File: src/rtl/dmem_port_arbiter.sv
// dmem_port_arbiter: shares the single synchronous data-RAM port between the
// pipeline MEM stage (fixed priority) and a DMA requester served in idle
// slots. Read data is steered back to its owner through a tag pipe that is
// RD_LAT stages deep.
// Optional feature macro: DMEM_ARB_STARVE_EN adds a DMA starvation counter.
// When the counter saturates, it forces one DMA slot by stalling the pipeline
// for a single cycle.
module dmem_port_arbiter #(
  parameter int AW       = 17,
  parameter int DW       = 32,
  parameter int RD_LAT   = 1,
  parameter int MAX_WAIT = 15
) (
  input  logic          clk,
  input  logic          reset,
  input  logic          pipe_rd,
  input  logic          pipe_wr,
  input  logic [31:0]   pipe_addr,
  input  logic [DW-1:0] pipe_wdata,
  output logic [DW-1:0] pipe_rdata,
  output logic          pipe_stall,
  input  logic          dma_req,
  input  logic          dma_we,
  input  logic [AW-1:0] dma_addr,
  input  logic [DW-1:0] dma_wdata,
  output logic          dma_gnt,
  output logic          dma_rvalid,
  output logic [DW-1:0] dma_rdata,
  output logic          mem_rd,
  output logic          mem_wr,
  output logic [AW-1:0] mem_addr,
  output logic [DW-1:0] mem_wdata,
  input  logic [DW-1:0] mem_rdata
);

`ifdef DMEM_ARB_STARVE_EN
  typedef enum logic [1:0] {
    S_IDLE  = 2'd0,
    S_PIPE  = 2'd1,
    S_DMA   = 2'd2,
    S_FORCE = 2'd3
  } state_t;
`else
  typedef enum logic [1:0] {
    S_IDLE = 2'd0,
    S_PIPE = 2'd1,
    S_DMA  = 2'd2
  } state_t;
`endif

  state_t      state_r;
  logic        pipe_act_s;
  logic        force_s;
  logic        pipe_gnt_s;
  logic        dma_gnt_s;
  logic        stall_s;
  logic [RD_LAT-1:0] tag_v_r;
  logic [RD_LAT-1:0] tag_dma_r;
  logic        ret_v_s;
  logic        ret_dma_s;
  logic [DW-1:0] hold_r;
  logic        unused_s;

  assign pipe_act_s = pipe_rd | pipe_wr;

`ifdef DMEM_ARB_STARVE_EN
  logic [7:0] wait_cnt_r;

  // The cycle after a forced slot masks force, so a pipeline stall never
  // lasts longer than one cycle.
  assign force_s  = dma_req && (wait_cnt_r == 8'(MAX_WAIT)) && (state_r != S_FORCE);
  assign unused_s = ^pipe_addr[31:AW];

  // Starvation counter: counts cycles that a DMA request waits, saturating at MAX_WAIT.
  always_ff @(posedge clk or posedge reset) begin
    if (reset) begin
      wait_cnt_r <= 8'd0;
    end else if (dma_gnt_s || !dma_req) begin
      wait_cnt_r <= 8'd0;
    end else if (wait_cnt_r != 8'(MAX_WAIT)) begin
      wait_cnt_r <= wait_cnt_r + 8'd1;
    end else begin
      wait_cnt_r <= wait_cnt_r;
    end
  end
`else
  assign force_s  = 1'b0;
  assign unused_s = ^{pipe_addr[31:AW], state_r, 8'(MAX_WAIT)};
`endif

  // Grant and port mux: the pipeline wins unless force is set, DMA takes any other slot.
  always_comb begin
    pipe_gnt_s = 1'b0;
    dma_gnt_s  = 1'b0;
    stall_s    = 1'b0;
    mem_rd     = 1'b0;
    mem_wr     = 1'b0;
    mem_addr   = {AW{1'b0}};
    mem_wdata  = {DW{1'b0}};
    if (reset) begin
      pipe_gnt_s = 1'b0;
    end else if (pipe_act_s && !force_s) begin
      pipe_gnt_s = 1'b1;
      mem_wr     = pipe_wr;
      mem_rd     = ~pipe_wr;
      mem_addr   = pipe_addr[AW-1:0];
      mem_wdata  = pipe_wr ? pipe_wdata : {DW{1'b0}};
    end else if (dma_req) begin
      dma_gnt_s  = 1'b1;
      stall_s    = pipe_act_s;
      mem_wr     = dma_we;
      mem_rd     = ~dma_we;
      mem_addr   = dma_addr;
      mem_wdata  = dma_we ? dma_wdata : {DW{1'b0}};
    end else begin
      dma_gnt_s  = 1'b0;
    end
  end

  assign dma_gnt = dma_gnt_s;
`ifdef DMEM_ARB_STARVE_EN
  assign pipe_stall = stall_s;
`else
  assign pipe_stall = 1'b0;
`endif

  // Grant-history state: records who owned the port in the previous cycle.
  always_ff @(posedge clk or posedge reset) begin
    if (reset) begin
      state_r <= S_IDLE;
`ifdef DMEM_ARB_STARVE_EN
    end else if (force_s && pipe_act_s) begin
      state_r <= S_FORCE;
`endif
    end else if (dma_gnt_s) begin
      state_r <= S_DMA;
    end else if (pipe_gnt_s) begin
      state_r <= S_PIPE;
    end else begin
      state_r <= S_IDLE;
    end
  end

  // Tag pipe: one {valid, owner} entry per issued read, aligned to the RAM latency.
  always_ff @(posedge clk or posedge reset) begin
    if (reset) begin
      tag_v_r   <= {RD_LAT{1'b0}};
      tag_dma_r <= {RD_LAT{1'b0}};
    end else begin
      tag_v_r[0]   <= mem_rd;
      tag_dma_r[0] <= dma_gnt_s;
      for (int i = 1; i < RD_LAT; i++) begin
        tag_v_r[i]   <= tag_v_r[i-1];
        tag_dma_r[i] <= tag_dma_r[i-1];
      end
    end
  end

  assign ret_v_s   = tag_v_r[RD_LAT-1];
  assign ret_dma_s = tag_dma_r[RD_LAT-1];

  // Read return: register DMA data with a one-cycle valid, and latch pipeline data into the hold register.
  always_ff @(posedge clk or posedge reset) begin
    if (reset) begin
      dma_rvalid <= 1'b0;
      dma_rdata  <= {DW{1'b0}};
      hold_r     <= {DW{1'b0}};
    end else begin
      dma_rvalid <= ret_v_s & ret_dma_s;
      if (ret_v_s && ret_dma_s) begin
        dma_rdata <= mem_rdata;
      end else begin
        dma_rdata <= dma_rdata;
      end
      if (ret_v_s && !ret_dma_s) begin
        hold_r <= mem_rdata;
      end else begin
        hold_r <= hold_r;
      end
    end
  end

  assign pipe_rdata = (ret_v_s && !ret_dma_s) ? mem_rdata : hold_r;

endmodule

File: config.mk
export PLATFORM = sky130hd
export DESIGN_NAME = dmem_port_arbiter
export DESIGN_NICKNAME = d
export VERILOG_FILES = /design/src/rtl/dmem_port_arbiter.sv
export SDC_FILE = /design/constraint.sdc
export NUM_CORES = 1
export LEC_CHECK = 0
export ABC_AREA = 1
export CELL_PAD_IN_SITES_DETAIL_PLACEMENT = 0
export CELL_PAD_IN_SITES_GLOBAL_PLACEMENT = 1
export CORE_UTILIZATION = 35
export DETAILED_ROUTE_END_ITERATION = 8
export DONT_BUFFER_PORTS = 1
export PLACE_DENSITY = 0.75
export SLEW_MARGIN = 20
export SYNTH_ARGS = -nofsm -noshare
export SYNTH_HDL_FRONTEND = slang
export SYNTH_SLANG_ARGS = --single-unit
File: constraint.sdc
create_clock -name clk -period 3.12 [get_ports clk]
set_input_delay 0.468 -clock clk [delete_from_list [all_inputs] [get_ports clk]]
set_output_delay 0.468 -clock clk [all_outputs]
set_load 0.005 [all_outputs]
Word level (Yosys, flattened, before mapping)
Index checks and enable logic that the tools add are counted.
{ "totals": {"reg_bits": 67, "inputBits": 151, "output_inout_bits": 118, "wordCells": 30} }
{ "op_classes": {"n_mux": 18, "bitwise": 4, "reduce_logical": 3} }
{ "op_table": {"columns": ["cell", "n"], "rows": [
  ["$mux W32", 6],
  ["$mux W17", 3],
  ["$mux W1", 9],
  ["$logic_and A1 B1 Y1", 2],
  ["$not A1 Y1", 2],
  ["$and A1 B1 Y1", 1],
  ["$logic_not A1 Y1", 1],
  ["$or A1 B1 Y1", 1]
]} }

Longest topological paths before layout
{ "logic_depth": {"ltp_word": 4, "ltp_mapped": 7, "ltp_nobuf": 5} }

Worst setup path before layout
Ideal clock, no wire load.
{ "synth_timing": {"kind": "input port to output port", "from": "in reset", "to": "out mem_addr[10]", "arrival_time_ns": 1.932, "required_ns": 2.652, "setup_slack_ns": 0.720, "cell_stages": 5, "n_path_buf": 2, "cell_sequence": "buf_2 inv_1 buf_2 nand3_1 nand2_1"} }
{ "synth_via": {"elab_chain_len": 1} }
{ "synth_lines": {"columns": ["item", "line_no", "source"], "rows": [
  ["start, declared", "15", "input logic reset,"],
  ["$mux W17", "100", "if (reset) begin"],
  ["end, declared", "31", "output logic [AW-1:0] mem_addr,"]
]} }
No other way between the ends.

Final worst setup path
{ "layout_timing": {"from": "reg tag_dma_r (netlist: ret_dma_s)", "to": "out pipe_rdata[19]"} }
{ "layout_via": {"elab_chain_len": 3} }
{ "layout_lines": {"columns": ["item", "line_no", "source"], "rows": [
  ["start, declared", "58", "logic [RD_LAT-1:0] tag_dma_r;"],
  ["start signal, assigned", "148", "tag_dma_r <= {RD_LAT{1'b0}};"],
  ["start signal, assigned by index", "154", "tag_dma_r[i] <= tag_dma_r[i-1];"],
  ["$logic_not A1 Y1", "183", "assign pipe_rdata = (ret_v_s && !ret_dma_s) ? mem_rdata : hold_r;"],
  ["$logic_and A1 B1 Y1", "183", null],
  ["$mux W32", null, null],
  ["end, declared", "20", "output logic [DW-1:0] pipe_rdata,"]
]} }
No other way between the ends.

==> impl_metrics.yaml <==
outcome:
  outcome: "finished clean"
worst_setup_path:
  setup.worst_path.start: "ret_dma_s"
  worstSetupEndpointType: "primary output"
  timing.rr.start: "ret_dma_s"
  worst_ep_arrival_time_ns: 2.02
  r2r_slack_ns: 1.27
  worstSetupEndpoint: "pipe_rdata[19]"
  path_buf_inv: 1
  critPathTopFamily: "compound AO/OA/AOI/OAI gates"
  reg2regPathDepth: 3
  slowest_delay_ns: 0.68
  start_kind: "flip-flop"
  crit_required_ns: 2.65
  r2r-end: "hold_r[19]"
  crit_type: "reg -> out"
  critical_path_depth: 3
  cp_cell_sequence: "inv_1, nand2_2, o21ai_0"
  crit_fanout: 64
  cp_slowest_cell: "o21ai_0"
yosys:
  synth_cells: 540
  yosysTopAreaCell: "dfrtp_1"
  ys_top_cells_by_area: "dfrtp_1 45%, nand2_1 22%, o21ai_0 9.1%"
  synth_nets: 691
  ys_seq_area_frac: 0.449
  yosysWarnings: 0
  synth_area_um2: 3730
  synth_top_area_share: 0.449
  synth.avg_cell_area_um2: 6.91
  ys_types: 17
  synth_seq_cells: 67
power:
  power.leakage_uw: 0.00210
  power_density_nw_per_um2: 586
  total_power_uw: 2290
  ir_drop_mv: 0.387
detailed_routing:
  routed_wl_mm: 9.99
  postRouteAntennaNets: 0
  drtIter0Drc: 245
  drcViolationCount: 0
  num_vias: 3361
  drt-wirelength-per-cell_um: 15.4
  drt_pass1_iterations: 4
  viasPerCell: 5.17
clocking:
  cts.repair.resized: 0
  cts_buffers: 9
  cts_setup_buffers: 0
  cts.sinks: 67
  clkTransAtPathRegs_ns: 0.07
  insertion_delay_ns: 0.33
  clockBufferDepth: 2
  hold_buffers: 0
  cts_tree: "built"
  h-tree-depth: 3
  ctsRootBufferMaster: "clkbuf_8"
placement:
  port_buffers: 0
  globalplace.congestion: 0.763
  place_inst: 634
  hpwl_mm: 6.79
  place_area_um2: 3680
timing:
  hold_viol: 0
  setup_viol: 0
  min_period_ns: 2.49
  relSlewSlack: 0.346
  rsz0062_at_grt: "no"
  tightestPinTransition_ns: 0.978
  setup_tns_ns: 0
  fmax_mhz: 402
  skew_ns: 0.00702
  period_share: 0.797
  finalMaxSlewViolations: 0
min_path:
  hold_class: "in -> async"
floorplanning:
  die_area_um2: 11100
  core_um2: 10300
  pin_count: 269
  start_util: 0.362
  die_w_um: 105
  num_rows: 37
  fp.dieH_um: 105
global_routing:
  antenna_found_initial: 0
  grt_max_degree: 66
  overflow: 0
  grt_pass1_vias: 3043
  grt_pass1_wl_mm: 15.2
  grt_usage: 0.170
final_layout:
  fin_area_um2: 3910
  syn_to_final_growth_pct: 4.62
  fin_util: 0.378
  antenna_cells: 0
  nets: 660
  seq_area_um2: 1680
  multi_input_area_um2: 1660
  nFillCells: 1116
  drive_gt1_frac: 0.0486
  final_cells: 650
flow_run:
  maxCapViolCount: 0
-- worst reg2reg max path, stage by stage, from the launching register on --
cell and delay, ns:
dfrtp_1 0.41, inv_1 0.07, nand2_2 0.53, o21ai_0 0.68
-- area by class of cell --
class                   instances  share of cell area
repair buffers                  2             0.00384
clock inverters                 6              0.0224
well taps                     136              0.0436
inverters                      42              0.0407
multi-input cells             387               0.425
flip-flops and latches         67               0.429
clock buffers                  10              0.0352
-- layout by cell type (no fill, tap or decap) --
master       n
clkinv_4     1
o21ai_0     68
clkbuf_8    10
inv_2        2
dfrtp_1     67
nand2_2      1
nor2_1      33
a21oi_1      4
inv_6        1
inv_1       39
conb_1       1
nand2_4      2
nor2_4       1
nand2_1    217
bufinv_16    2
nand3_1     46
clkinv_2     3
buf_4        2
nand4_1     14
-- cells in the mapped netlist --
library cell	number
a21oi_1	4
buf_2	26
buf_4	3
buf_6	5
clkbuf_1	10
conb_1	1
dfrtp_1	67
inv_1	40
inv_2	2
nand2_1	218
nand2_2	1
nand2_4	1
nand3_1	46
nand4_1	14
nor2_1	33
nor2_4	1
o21ai_0	68
-- layer usage --
| layer | GRT usage | share of wire |
|---|---|---|
| met5 | 0 | 0 |
| met4 | 0.0624 | 0.022 |
| met3 | 0.0519 | 0.083 |
| met2 | 0.283 | 0.48 |
| met1 | 0.207 | 0.42 |
-- cells by family after synthesis --
group,share of synthesized area
buf+inv,0.108
flops,0.449
compound gates,0.0965
other cells,0.00100
simple gates,0.345
-- worst min-delay path by stage --
stage	from	end	slack, ns	cells after the start
after floorplan	dma_rdata[0]	dma_rdata[0]	0.48	2
after global placement	reset	dma_rvalid	0.41	1
after detailed placement	reset	dma_rdata[21]	0.42	1
after CTS	reset	dma_rdata[22]	0.04	1
after global routing	reset	hold_r[24]	0.05	1
final	reset	hold_r[24]	0.06	1
-- report_power, final --
part           internal [uW]  total (uW)  leakage, uW  switching (uW)
clock                    473         796     0.000117             323
sequential              1040        1140     0.000780             100
combinational            117         355      0.00121             238
-- flip-flops by register name, indices dropped and copies added, names as in the netlist --
| register | count |
|---|---|
| ret_v_s | 1 |
| ret_dma_s | 1 |
| dma_rdata | 32 |
| hold_r | 32 |
| dma_rvalid | 1 |
-- through the flow --
step | setup slack, ns | hold slack, ns
finish | 0.633 | 0.0650
global route | 0.406 | 0.0529
CTS | 0.586 | 0.0409
detailed placement | 0.960 | 0.418
global placement | 1.01 | 0.406
floorplan | 0.720 | 0.476
Power figures use the tool's default switching activity.
